==> src/rtl/instruction_fetch_pkg.sv <==
// rtl/instruction_fetch_pkg.sv - shared fetch-stage constants, state encoding and helpers
// Purpose: reset PC default, fetch FSM encoding and instruction field positions.
// Ports: none (package).
package instruction_fetch_pkg;

  localparam logic [31:0] RESET_PC_DEFAULT = 32'h0000_0000;

  // Instruction field positions consumed by instruction_control.
  localparam int OPCODE_LSB = 0;
  localparam int OPCODE_MSB = 6;
  localparam int FUNCT3_LSB = 12;
  localparam int FUNCT3_MSB = 14;

  typedef enum logic [1:0] {
    IDLE = 2'd0,
    REQ  = 2'd1,
    WAIT = 2'd2,
    DROP = 2'd3
  } fetch_state_e;

  function automatic logic [31:0] word_align(input logic [31:0] addr);
    return addr & 32'hFFFF_FFFC;
  endfunction

endpackage

==> src/rtl/instruction_fetch_if.sv <==
// rtl/instruction_fetch_if.sv - fetch stage bundle: imem request/response plus decode handoff
// Purpose: groups the instruction-memory handshake and the decode-facing signals.
// Modports: master = fetch stage, slave = memory/decode environment.
interface instruction_fetch_if;
  logic        ImemReqValid;
  logic [31:0] ImemReqAddr;
  logic        ImemReqReady;
  logic        ImemRespValid;
  logic [31:0] ImemRespData;
  logic        Stall;
  logic        Redirect;
  logic [31:0] RedirectPC;
  logic        InstrValid;
  logic [31:0] Instr;
  logic [31:0] InstrPC;
  logic [31:0] InstrPCPlus4;
  logic [6:0]  Opcode;
  logic [2:0]  Funct3;

  modport master (
    output ImemReqValid, ImemReqAddr, InstrValid, Instr, InstrPC, InstrPCPlus4, Opcode, Funct3,
    input  ImemReqReady, ImemRespValid, ImemRespData, Stall, Redirect, RedirectPC
  );

  modport slave (
    input  ImemReqValid, ImemReqAddr, InstrValid, Instr, InstrPC, InstrPCPlus4, Opcode, Funct3,
    output ImemReqReady, ImemRespValid, ImemRespData, Stall, Redirect, RedirectPC
  );
endinterface

==> src/rtl/instruction_fetch_fetch_buffer.sv <==
// rtl/instruction_fetch_fetch_buffer.sv - 2-entry in-order buffer (output register + skid)
// Purpose: holds fetched words for decode; the output register is what decode sees.
// Ports: clk, rst (sync, active-high), flush, push/push_instr/push_pc, pop,
//        valid (output register occupied), full (skid occupied), instr/pc (output register).
module fetch_buffer (
  input  logic        clk,
  input  logic        rst,
  input  logic        flush,
  input  logic        push,
  input  logic [31:0] push_instr,
  input  logic [31:0] push_pc,
  input  logic        pop,
  output logic        valid,
  output logic        full,
  output logic [31:0] instr,
  output logic [31:0] pc
);

  logic        out_valid_q, out_valid_d;
  logic [31:0] out_instr_q, out_instr_d;
  logic [31:0] out_pc_q, out_pc_d;
  logic        skid_valid_q, skid_valid_d;
  logic [31:0] skid_instr_q, skid_instr_d;
  logic [31:0] skid_pc_q, skid_pc_d;

  always_comb begin
    out_valid_d  = out_valid_q;
    out_instr_d  = out_instr_q;
    out_pc_d     = out_pc_q;
    skid_valid_d = skid_valid_q;
    skid_instr_d = skid_instr_q;
    skid_pc_d    = skid_pc_q;
    if (flush) begin
      out_valid_d  = 1'b0;
      skid_valid_d = 1'b0;
    end else if (pop) begin
      if (skid_valid_q) begin
        // Older skid word advances; a same-cycle push lands behind it.
        out_valid_d  = 1'b1;
        out_instr_d  = skid_instr_q;
        out_pc_d     = skid_pc_q;
        skid_valid_d = push;
        if (push) begin
          skid_instr_d = push_instr;
          skid_pc_d    = push_pc;
        end
      end else if (push) begin
        out_valid_d = 1'b1;
        out_instr_d = push_instr;
        out_pc_d    = push_pc;
      end else begin
        out_valid_d = 1'b0;
      end
    end else if (push) begin
      if (!out_valid_q) begin
        out_valid_d = 1'b1;
        out_instr_d = push_instr;
        out_pc_d    = push_pc;
      end else begin
        skid_valid_d = 1'b1;
        skid_instr_d = push_instr;
        skid_pc_d    = push_pc;
      end
    end
  end

  always_ff @(posedge clk) begin
    if (rst) begin
      out_valid_q  <= 1'b0;
      out_instr_q  <= '0;
      out_pc_q     <= '0;
      skid_valid_q <= 1'b0;
      skid_instr_q <= '0;
      skid_pc_q    <= '0;
    end else begin
      out_valid_q  <= out_valid_d;
      out_instr_q  <= out_instr_d;
      out_pc_q     <= out_pc_d;
      skid_valid_q <= skid_valid_d;
      skid_instr_q <= skid_instr_d;
      skid_pc_q    <= skid_pc_d;
    end
  end

  assign valid = out_valid_q;
  assign full  = skid_valid_q;
  assign instr = out_instr_q;
  assign pc    = out_pc_q;

endmodule

==> src/rtl/instruction_fetch.sv <==
// rtl/instruction_fetch.sv - instruction fetch stage with one outstanding imem request
// Purpose: issues sequential word fetches, buffers returned words for decode, handles redirects.
// Ports: Clk, Reset (sync, active-high), bus (instruction_fetch_if.master: imem request/response,
//        Stall/Redirect/RedirectPC from the core, InstrValid/Instr/InstrPC/InstrPCPlus4/Opcode/Funct3 to decode).
module instruction_fetch
  import instruction_fetch_pkg::*;
#(
  parameter logic [31:0] RESET_PC = RESET_PC_DEFAULT
) (
  input logic                 Clk,
  input logic                 Reset,
  instruction_fetch_if.master bus
);

  fetch_state_e state_q, state_d;
  logic [31:0]  pc_q, pc_d;
  logic [31:0]  inflight_pc_q, inflight_pc_d;
  logic [31:0]  redir_pc_q, redir_pc_d;
  logic         redir_pend_q, redir_pend_d;

  logic         buf_valid, buf_full, space, req_valid, accept, resp_push, pop;
  logic [31:0]  buf_instr, buf_pc, redirect_tgt;

  assign redirect_tgt = word_align(bus.RedirectPC);
  assign space        = !buf_full && !(buf_valid && bus.Stall);
  // Issuing from WAIT on the response cycle keeps a zero-wait memory at one word per cycle.
  assign req_valid    = !Reset && ((state_q == REQ) ||
                        (state_q == WAIT && bus.ImemRespValid && space && !bus.Redirect));
  assign accept       = req_valid && bus.ImemReqReady;
  assign resp_push    = (state_q == WAIT) && bus.ImemRespValid && !bus.Redirect;
  assign pop          = buf_valid && !bus.Stall;

  fetch_buffer u_fetch_buffer (
    .clk        (Clk),
    .rst        (Reset),
    .flush      (bus.Redirect),
    .push       (resp_push),
    .push_instr (bus.ImemRespData),
    .push_pc    (inflight_pc_q),
    .pop        (pop),
    .valid      (buf_valid),
    .full       (buf_full),
    .instr      (buf_instr),
    .pc         (buf_pc)
  );

  always_comb begin
    state_d       = state_q;
    pc_d          = pc_q;
    redir_pc_d    = redir_pc_q;
    redir_pend_d  = redir_pend_q;
    inflight_pc_d = accept ? pc_q : inflight_pc_q;
    unique case (state_q)
      IDLE: begin
        if (bus.Redirect) begin
          pc_d    = redirect_tgt;
          state_d = REQ;
        end else if (space) begin
          state_d = REQ;
        end
      end
      REQ: begin
        if (accept) begin
          redir_pend_d = 1'b0;
          if (bus.Redirect) begin
            pc_d    = redirect_tgt;
            state_d = DROP;
          end else if (redir_pend_q) begin
            pc_d    = redir_pc_q;
            state_d = DROP;
          end else begin
            pc_d    = pc_q + 32'd4;
            state_d = WAIT;
          end
        end else if (bus.Redirect) begin
          // The presented address must stay put; remember the target until acceptance.
          redir_pend_d = 1'b1;
          redir_pc_d   = redirect_tgt;
        end
      end
      WAIT: begin
        if (bus.Redirect) begin
          pc_d    = redirect_tgt;
          // A response in the redirect cycle is the outstanding one, so nothing is left to drop.
          state_d = bus.ImemRespValid ? REQ : DROP;
        end else if (bus.ImemRespValid) begin
          if (accept) begin
            pc_d    = pc_q + 32'd4;
            state_d = WAIT;
          end else if (space) begin
            state_d = REQ;
          end else begin
            state_d = IDLE;
          end
        end
      end
      DROP: begin
        if (bus.Redirect) begin
          pc_d = redirect_tgt;
        end
        if (bus.ImemRespValid) begin
          state_d = REQ;
        end
      end
      default: state_d = IDLE;
    endcase
  end

  always_ff @(posedge Clk) begin
    if (Reset) begin
      state_q       <= IDLE;
      pc_q          <= RESET_PC;
      inflight_pc_q <= '0;
      redir_pc_q    <= '0;
      redir_pend_q  <= 1'b0;
    end else begin
      state_q       <= state_d;
      pc_q          <= pc_d;
      inflight_pc_q <= inflight_pc_d;
      redir_pc_q    <= redir_pc_d;
      redir_pend_q  <= redir_pend_d;
    end
  end

  assign bus.ImemReqValid = req_valid;
  assign bus.ImemReqAddr  = pc_q;
  assign bus.InstrValid   = buf_valid && !Reset;
  assign bus.Instr        = buf_instr;
  assign bus.InstrPC      = buf_pc;
  assign bus.InstrPCPlus4 = Reset ? 32'd0 : buf_pc + 32'd4;
  assign bus.Opcode       = buf_instr[OPCODE_MSB:OPCODE_LSB];
  assign bus.Funct3       = buf_instr[FUNCT3_MSB:FUNCT3_LSB];

endmodule

==> src/flat_wrapper.sv <==
// flat-port wrapper written by rule: the top's interface ports become plain ports
module instruction_fetch_flat import instruction_fetch_pkg::*;
#(
  parameter logic [31:0] RESET_PC = RESET_PC_DEFAULT
)
  (Clk, Reset, bus_ImemReqValid, bus_ImemReqAddr, bus_InstrValid, bus_Instr, bus_InstrPC, bus_InstrPCPlus4, bus_Opcode, bus_Funct3, bus_ImemReqReady, bus_ImemRespValid, bus_ImemRespData, bus_Stall, bus_Redirect, bus_RedirectPC);
  instruction_fetch_if bus_i ();
  input logic Clk;
  input logic Reset;
  output wire logic [$bits(bus_i.ImemReqValid)-1:0] bus_ImemReqValid;
  output wire logic [$bits(bus_i.ImemReqAddr)-1:0] bus_ImemReqAddr;
  output wire logic [$bits(bus_i.InstrValid)-1:0] bus_InstrValid;
  output wire logic [$bits(bus_i.Instr)-1:0] bus_Instr;
  output wire logic [$bits(bus_i.InstrPC)-1:0] bus_InstrPC;
  output wire logic [$bits(bus_i.InstrPCPlus4)-1:0] bus_InstrPCPlus4;
  output wire logic [$bits(bus_i.Opcode)-1:0] bus_Opcode;
  output wire logic [$bits(bus_i.Funct3)-1:0] bus_Funct3;
  input wire logic [$bits(bus_i.ImemReqReady)-1:0] bus_ImemReqReady;
  input wire logic [$bits(bus_i.ImemRespValid)-1:0] bus_ImemRespValid;
  input wire logic [$bits(bus_i.ImemRespData)-1:0] bus_ImemRespData;
  input wire logic [$bits(bus_i.Stall)-1:0] bus_Stall;
  input wire logic [$bits(bus_i.Redirect)-1:0] bus_Redirect;
  input wire logic [$bits(bus_i.RedirectPC)-1:0] bus_RedirectPC;
  assign bus_ImemReqValid = bus_i.ImemReqValid;
  assign bus_ImemReqAddr = bus_i.ImemReqAddr;
  assign bus_InstrValid = bus_i.InstrValid;
  assign bus_Instr = bus_i.Instr;
  assign bus_InstrPC = bus_i.InstrPC;
  assign bus_InstrPCPlus4 = bus_i.InstrPCPlus4;
  assign bus_Opcode = bus_i.Opcode;
  assign bus_Funct3 = bus_i.Funct3;
  assign bus_i.ImemReqReady = bus_ImemReqReady;
  assign bus_i.ImemRespValid = bus_ImemRespValid;
  assign bus_i.ImemRespData = bus_ImemRespData;
  assign bus_i.Stall = bus_Stall;
  assign bus_i.Redirect = bus_Redirect;
  assign bus_i.RedirectPC = bus_RedirectPC;
  instruction_fetch #(.RESET_PC(RESET_PC)) u_core (.Clk(Clk), .Reset(Reset), .bus(bus_i));
endmodule
==> config.mk <==
export PLATFORM = sky130hd
export DESIGN_NAME = instruction_fetch_flat
export DESIGN_NICKNAME = d
export VERILOG_FILES = /design/src/rtl/instruction_fetch_pkg.sv /design/src/rtl/instruction_fetch_if.sv /design/src/rtl/instruction_fetch_fetch_buffer.sv /design/src/rtl/instruction_fetch.sv /design/src/flat_wrapper.sv
export SDC_FILE = /design/constraint.sdc
export NUM_CORES = 1
export LEC_CHECK = 0
export CORE_MARGIN = 2
export CORE_UTILIZATION = 58
export CTS_BUF_LIST = sky130_fd_sc_hd__clkbuf_8
export CTS_CLUSTER_SIZE = 30
export DETAILED_ROUTE_END_ITERATION = 10
export PLACE_DENSITY = 0.88
export SLEW_MARGIN = 20
export SYNTH_ARGS = -nofsm -noshare
export SYNTH_HDL_FRONTEND = slang
export SYNTH_SLANG_ARGS = --single-unit
==> constraint.sdc <==
create_clock -name Clk -period 3.9 [get_ports Clk]
set_input_delay 0.78 -clock Clk [delete_from_list [all_inputs] [get_ports Clk]]
set_output_delay 0.78 -clock Clk [all_outputs]
set_load 0.01 [all_outputs]
# == Yosys cells after proc, flatten, opt, wreduce, memory -nomap -nowiden ==
# Cells that the tools add are included.
# word_totals
latch_bits,0
input_bits,70
mem_count,0
output_inout_bits,140
register_bits,227
ramBits,0
mem_bits_ro,0
word_cells,106
# classes
multipliers,0
addsub,2
magnitude_cmp,0
muxes,49
reduce_logical,30
shifts,0
eq_ne,12
div,0
n_bitwise,2
# op_table
operator,n
$mux W32,26
$pmux W32 S3,1
$add A32 B3 Y32 const B,2
$mux W2,9
$mux W1,12
$reduce_and A4 Y1,3
$logic_and A1 B1 Y1,10
$pmux W2 S4,1
$reduce_bool A2 Y1,4
$ne A2 B1 Y1 const B,3
$ne A2 B2 Y1 const B,3
$ne A3 B2 Y1 const B,2
$logic_not A1 Y1,5
$reduce_and A5 Y1,1
$eq A2 B2 Y1 const B,2
$reduce_and A2 Y1,2
$reduce_or A2 Y1,2
$ne A3 B3 Y1 const B,1
$reduce_and A3 Y1,1
$eq A2 B1 Y1 const B,1
$logic_not A2 Y1,1
$not A1 Y1,2
$logic_or A1 B1 Y1,1

# == Longest topological paths before layout ==
# logic_depth
depth_word,12
mapped_depth,10
mapped_depth_nobuf,7

# == By module ==
# From an unflattened synthesis, not the netlist that was laid out.
# unflattened
hier_cells,1539
area_unflattened_um2,12271.8
# modules_own_cells
module,cells_per_inst,instances,area_each_um2
fetch_buffer,683,1,6184.7
instruction_fetch,856,1,6087.1

# == Worst setup path before layout ==
# No wires, ideal clock.
# synth_path
path_type,register to output
start,"register u_core.u_fetch_buffer.out_pc_q[13], in the netlist u_core.u_fetch_buffer.pc[13]"
end,output port bus_InstrPCPlus4[31]
required_time_ns,3.120
arrival_ns,2.065
stages_incl_launch_ff,6
path_slack_ns,1.055
path_cell_list,dfxtp_1 -> and4_1 -> nand3_1 -> or4_1 -> or3_1 -> a21oi_1
# synth_via
elab_chain_len,2
# synth_rtl
element,line,text
"start, declared",instruction_fetch_fetch_buffer.sv:21,"logic [31:0] out_pc_q, out_pc_d;"
"start signal, assigned",instruction_fetch_fetch_buffer.sv:78,out_pc_q <= out_pc_d;
$add A32 B3 Y32,instruction_fetch.sv:130,assign bus.InstrPCPlus4 = Reset ? 32'd0 : buf_pc + 32'd4;
$mux W32,instruction_fetch.sv:130,
"end, declared",flat_wrapper.sv:15,output wire logic [$bits(bus_i.InstrPCPlus4)-1:0] bus_InstrPCPlus4;
# Every way passes these cells.

# == Final worst setup path ==
# layout_path
start,"register u_core.u_fetch_buffer.out_pc_q[16], in the netlist u_core.u_fetch_buffer.pc[16]"
end,output port bus_InstrPCPlus4[31]
# Same word-level chain as after synthesis.

==> reports/qor.csv <==
metric;value;unit
worstSetupStartpointType;flip-flop;
yosys_most_used_dff;sky130_fd_sc_hd__dfxtp_1;
stdcell_count;1829;
dpl.cell_count;1764;
antenna_cells_inserted;0;
worst_path_arrival_time;2.97;ns
fin_crit_sh;0.9628;
relSlewSlack;0.3646;
cts.hold.buffers_added;0;
worst_clock_skew;0.01287;ns
synth.yosys.warnings;0;
synth_edf_count;0;
die-height;141.8;microns
flow.area_growth_from_synthesis;25.43;%
timing.critical_path.cells;and4_2 > nand3_4 > or4_4 > or3_1 > a21oi_1 > clkdlybuf4s50_1;
crit_path_end_kind;output pin;
required;3.12;ns
design_area;13820;sq um
routed_wirelength;32080;microns
critPathKind;flip-flop to output pin;
first_iter_violations;1016;
setup-tns-final;0;ns
synth.cell_area;11020;sq um
io-pin-count;210;
total_power;7.068;mW
timing.critical_path.slowest_cell_delay;0.57;ns
postLayoutCoreUtil;0.7414;
grt_pass1_vias;10390;
core_area;18640;sq um
ys_seq_elements;219;
clk_path_buf_depth;3;
drc;0;
synth_sequential_area_ratio;0.3979;
initial_utilization;0.5911;
syn_inst;1429;
reg2reg_slack;0.85;ns
die-area;20120;sq um
postSynthAreaPerCell;7.711;sq um
async_flop_share;0;
reg2reg_to;u_core.u_fetch_buffer.instr[1];
status;complete, no violations;
peakVddDrop;0.4243;mV
clk_pin_slew;0.06;ns
critical_path.endpoint;bus_InstrPCPlus4[31];
max_slew.worst_pin.slew;0.9443;ns
htree_num_levels;2;
latest_clock_arrival_within_the_worst_skew_pair;0.53;ns
clock-sinks;219;
placed_cell_area;13030;sq um
class_of_the_tightest_hold_or_removal_check;flip-flop to flip-flop;
grt_overflow;0;
critPathTopFamily;simple AND/OR/NAND/NOR gates;
drt_pre_antenna_iters;5;
drt-vias-per-instance;6.153;
antenna_left;0;
clk_root_buffer_cell;sky130_fd_sc_hd__clkbuf_8;
finalCriticalPeriod;3.755;ns
critPathBufInv;1;
number_of_max_cap_violations;0;
critical_path.slowest_cell;sky130_fd_sc_hd__or4_4;
setup-violations-final;0;
crit_path_max_fanout;8;
groute.usage.overall;0.3087;
design.final.nets;1645;
worst-path-stages;6;
synth_unique_cells;73;
maxSlewViolCount;0;
io_buffer_count;201;
worst_r2r_path_depth;9;
grt_start_max_net_pins;95;
powerDensity;511.4;nW/um^2
grt_pass1_wl;51280;microns
antenna_found_initial;0;
startpoint;u_core.u_fetch_buffer.pc[16];
dieWidth;141.8;microns
finalHoldViolations;0;
wl_per_cell;17.54;microns
std_cell_rows;50;
detailroute.via_count;11250;
r2r-start;u_core.state_q[0];
share_of_final_layout_standard_cells_stronger_than_drive_strength_1;0.07461;
total_leakage_power;4.969;nW
cts_tree;built;
numCtsBuffers;37;
detailed_place_hpwl;21770;microns
routability_cong;1.012;
max_clock_freq;266.3;MHz
## cell families (layout without fill, tap and decap cells)
| kind of cell | after synthesis | in the layout | synth area share |
|---|---|---|---|
| flip-flops | 219 | 219 | 0.3979 |
| XOR/XNOR | 29 | 29 | 0.02305 |
| other | 1 | 6 | 0.0003403 |
| buffers and inverters | 151 | 312 | 0.05938 |
| multiplexers | 65 | 65 | 0.05916 |
| adder cells (fa/ha/maj) | 6 | 6 | 0.006813 |
| AND/OR/NAND/NOR | 578 | 578 | 0.2308 |
| AO/OA/AOI/OAI | 380 | 380 | 0.2226 |
## worst min-delay path by stage
stage / from / endpoint / cells after the start
CTS: u_core.u_fetch_buffer.skid_instr_q[14] / u_core.u_fetch_buffer.skid_instr_q[14] / 2
global route: u_core.redir_pc_q[18] / u_core.redir_pc_q[18] / 2
global placement: u_core.redir_pc_q[9] / u_core.redir_pc_q[9] / 2
detailed placement: u_core.u_fetch_buffer.skid_instr_q[0] / u_core.u_fetch_buffer.skid_instr_q[0] / 2
floorplan: u_core.redir_pc_q[9] / u_core.redir_pc_q[9] / 2
finish: u_core.redir_pc_q[17] / u_core.redir_pc_q[17] / 2
## metrics by stage
stage	hold slack, ns	setup WS, ns
6_report	0.4538	0.1451
3_3_place_gp	0.4394	0.5009
3_5_place_dp	0.4460	0.4727
2_1_floorplan	0.4321	1.055
4_1_cts	0.4552	0.01706
5_1_grt	0.4715	-0.001217
## registers in the layout, summed over array words and instances, names as in the netlist
name	count
u_core.u_fetch_buffer.full	1
u_core.redir_pc_q	30
u_core.state_q	2
u_core.u_fetch_buffer.skid_pc_q	30
u_core.inflight_pc_q	30
u_core.u_fetch_buffer.valid	1
u_core.u_fetch_buffer.pc	30
u_core.u_fetch_buffer.instr	32
u_core.u_fetch_buffer.skid_instr_q	32
u_core.bus.ImemReqAddr	30
u_core.redir_pend_q	1
## cell usage after synthesis (13+ instances only)
master                       n  area share
sky130_fd_sc_hd__inv_1      18      0.0061
sky130_fd_sc_hd__o21ai_0    66       0.030
sky130_fd_sc_hd__nor3_1     22       0.010
sky130_fd_sc_hd__buf_4      17       0.012
sky130_fd_sc_hd__xnor2_1    18       0.014
sky130_fd_sc_hd__clkbuf_1   88       0.030
sky130_fd_sc_hd__nor2_1    114       0.039
sky130_fd_sc_hd__mux2i_1    64       0.058
sky130_fd_sc_hd__buf_1      13      0.0044
sky130_fd_sc_hd__a21oi_1   130       0.059
sky130_fd_sc_hd__dfxtp_1   219        0.40
sky130_fd_sc_hd__nand2_1   315        0.11
sky130_fd_sc_hd__a211oi_1   75       0.051
sky130_fd_sc_hd__a221oi_1   15       0.012
sky130_fd_sc_hd__nand3_1    33       0.015
## cell usage in the layout (no fill, tap or decap), types with 9 or more instances in the layout
cell,netlist,final
sky130_fd_sc_hd__dfxtp_1,219,209
sky130_fd_sc_hd__nand3_1,33,32
sky130_fd_sc_hd__nor4_1,12,12
sky130_fd_sc_hd__buf_4,17,24
sky130_fd_sc_hd__and3_1,11,10
sky130_fd_sc_hd__xor2_1,11,11
sky130_fd_sc_hd__dfxtp_2,0,10
sky130_fd_sc_hd__o22ai_1,11,11
sky130_fd_sc_hd__nand4_1,9,9
sky130_fd_sc_hd__xnor2_1,18,18
sky130_fd_sc_hd__a21oi_1,130,130
sky130_fd_sc_hd__or3_1,9,9
sky130_fd_sc_hd__a221oi_1,15,14
sky130_fd_sc_hd__a211oi_1,75,75
sky130_fd_sc_hd__mux2i_1,64,64
sky130_fd_sc_hd__o32ai_1,10,10
sky130_fd_sc_hd__nand2_1,315,314
sky130_fd_sc_hd__nor2_1,114,112
sky130_fd_sc_hd__clkdlybuf4s50_1,0,199
sky130_fd_sc_hd__clkbuf_8,0,45
sky130_fd_sc_hd__inv_1,18,32
sky130_fd_sc_hd__nor3_1,22,22
sky130_fd_sc_hd__a22o_1,9,9
sky130_fd_sc_hd__o21ai_0,66,66
## area by class of cell
type | instances | area (sq um)
fillers | 1394 | 4821
clock inverters | 20 | 117.6
flip-flops and latches | 219 | 4397
multi-input cells | 1064 | 6076
well taps | 234 | 292.8
clock buffers | 45 | 619.3
repair buffers | 228 | 2248
inverters | 19 | 71.32
## routing by layer
metal  routed length [microns]  track usage  vias to the layer above
met5                         0            0                        -
met4                      1003       0.1247                        0
met3                      2787      0.04489                       75
met2                     14940       0.5105                      603
met1                     13350       0.4075                     5247
li1                          -            -                     5329
## repair_timing
action / in CTS / in global routing
resized for setup: 4 / 17
setup endpoints to repair: 5 / 5
setup buffers: 0 / 0
## worst min-delay path: cells and delay by family, from the launching register on
kind	cells	cell delay (ns)
compound gates	1	0.05
flops	1	0.31
simple gates	1	0.05
## where the power goes
part	switching [mW]	internal [mW]
Clock	0.929	1.12
Combinational	1.20	0.928
Sequential	0.426	2.47
(Power assumes the default switching activity.)
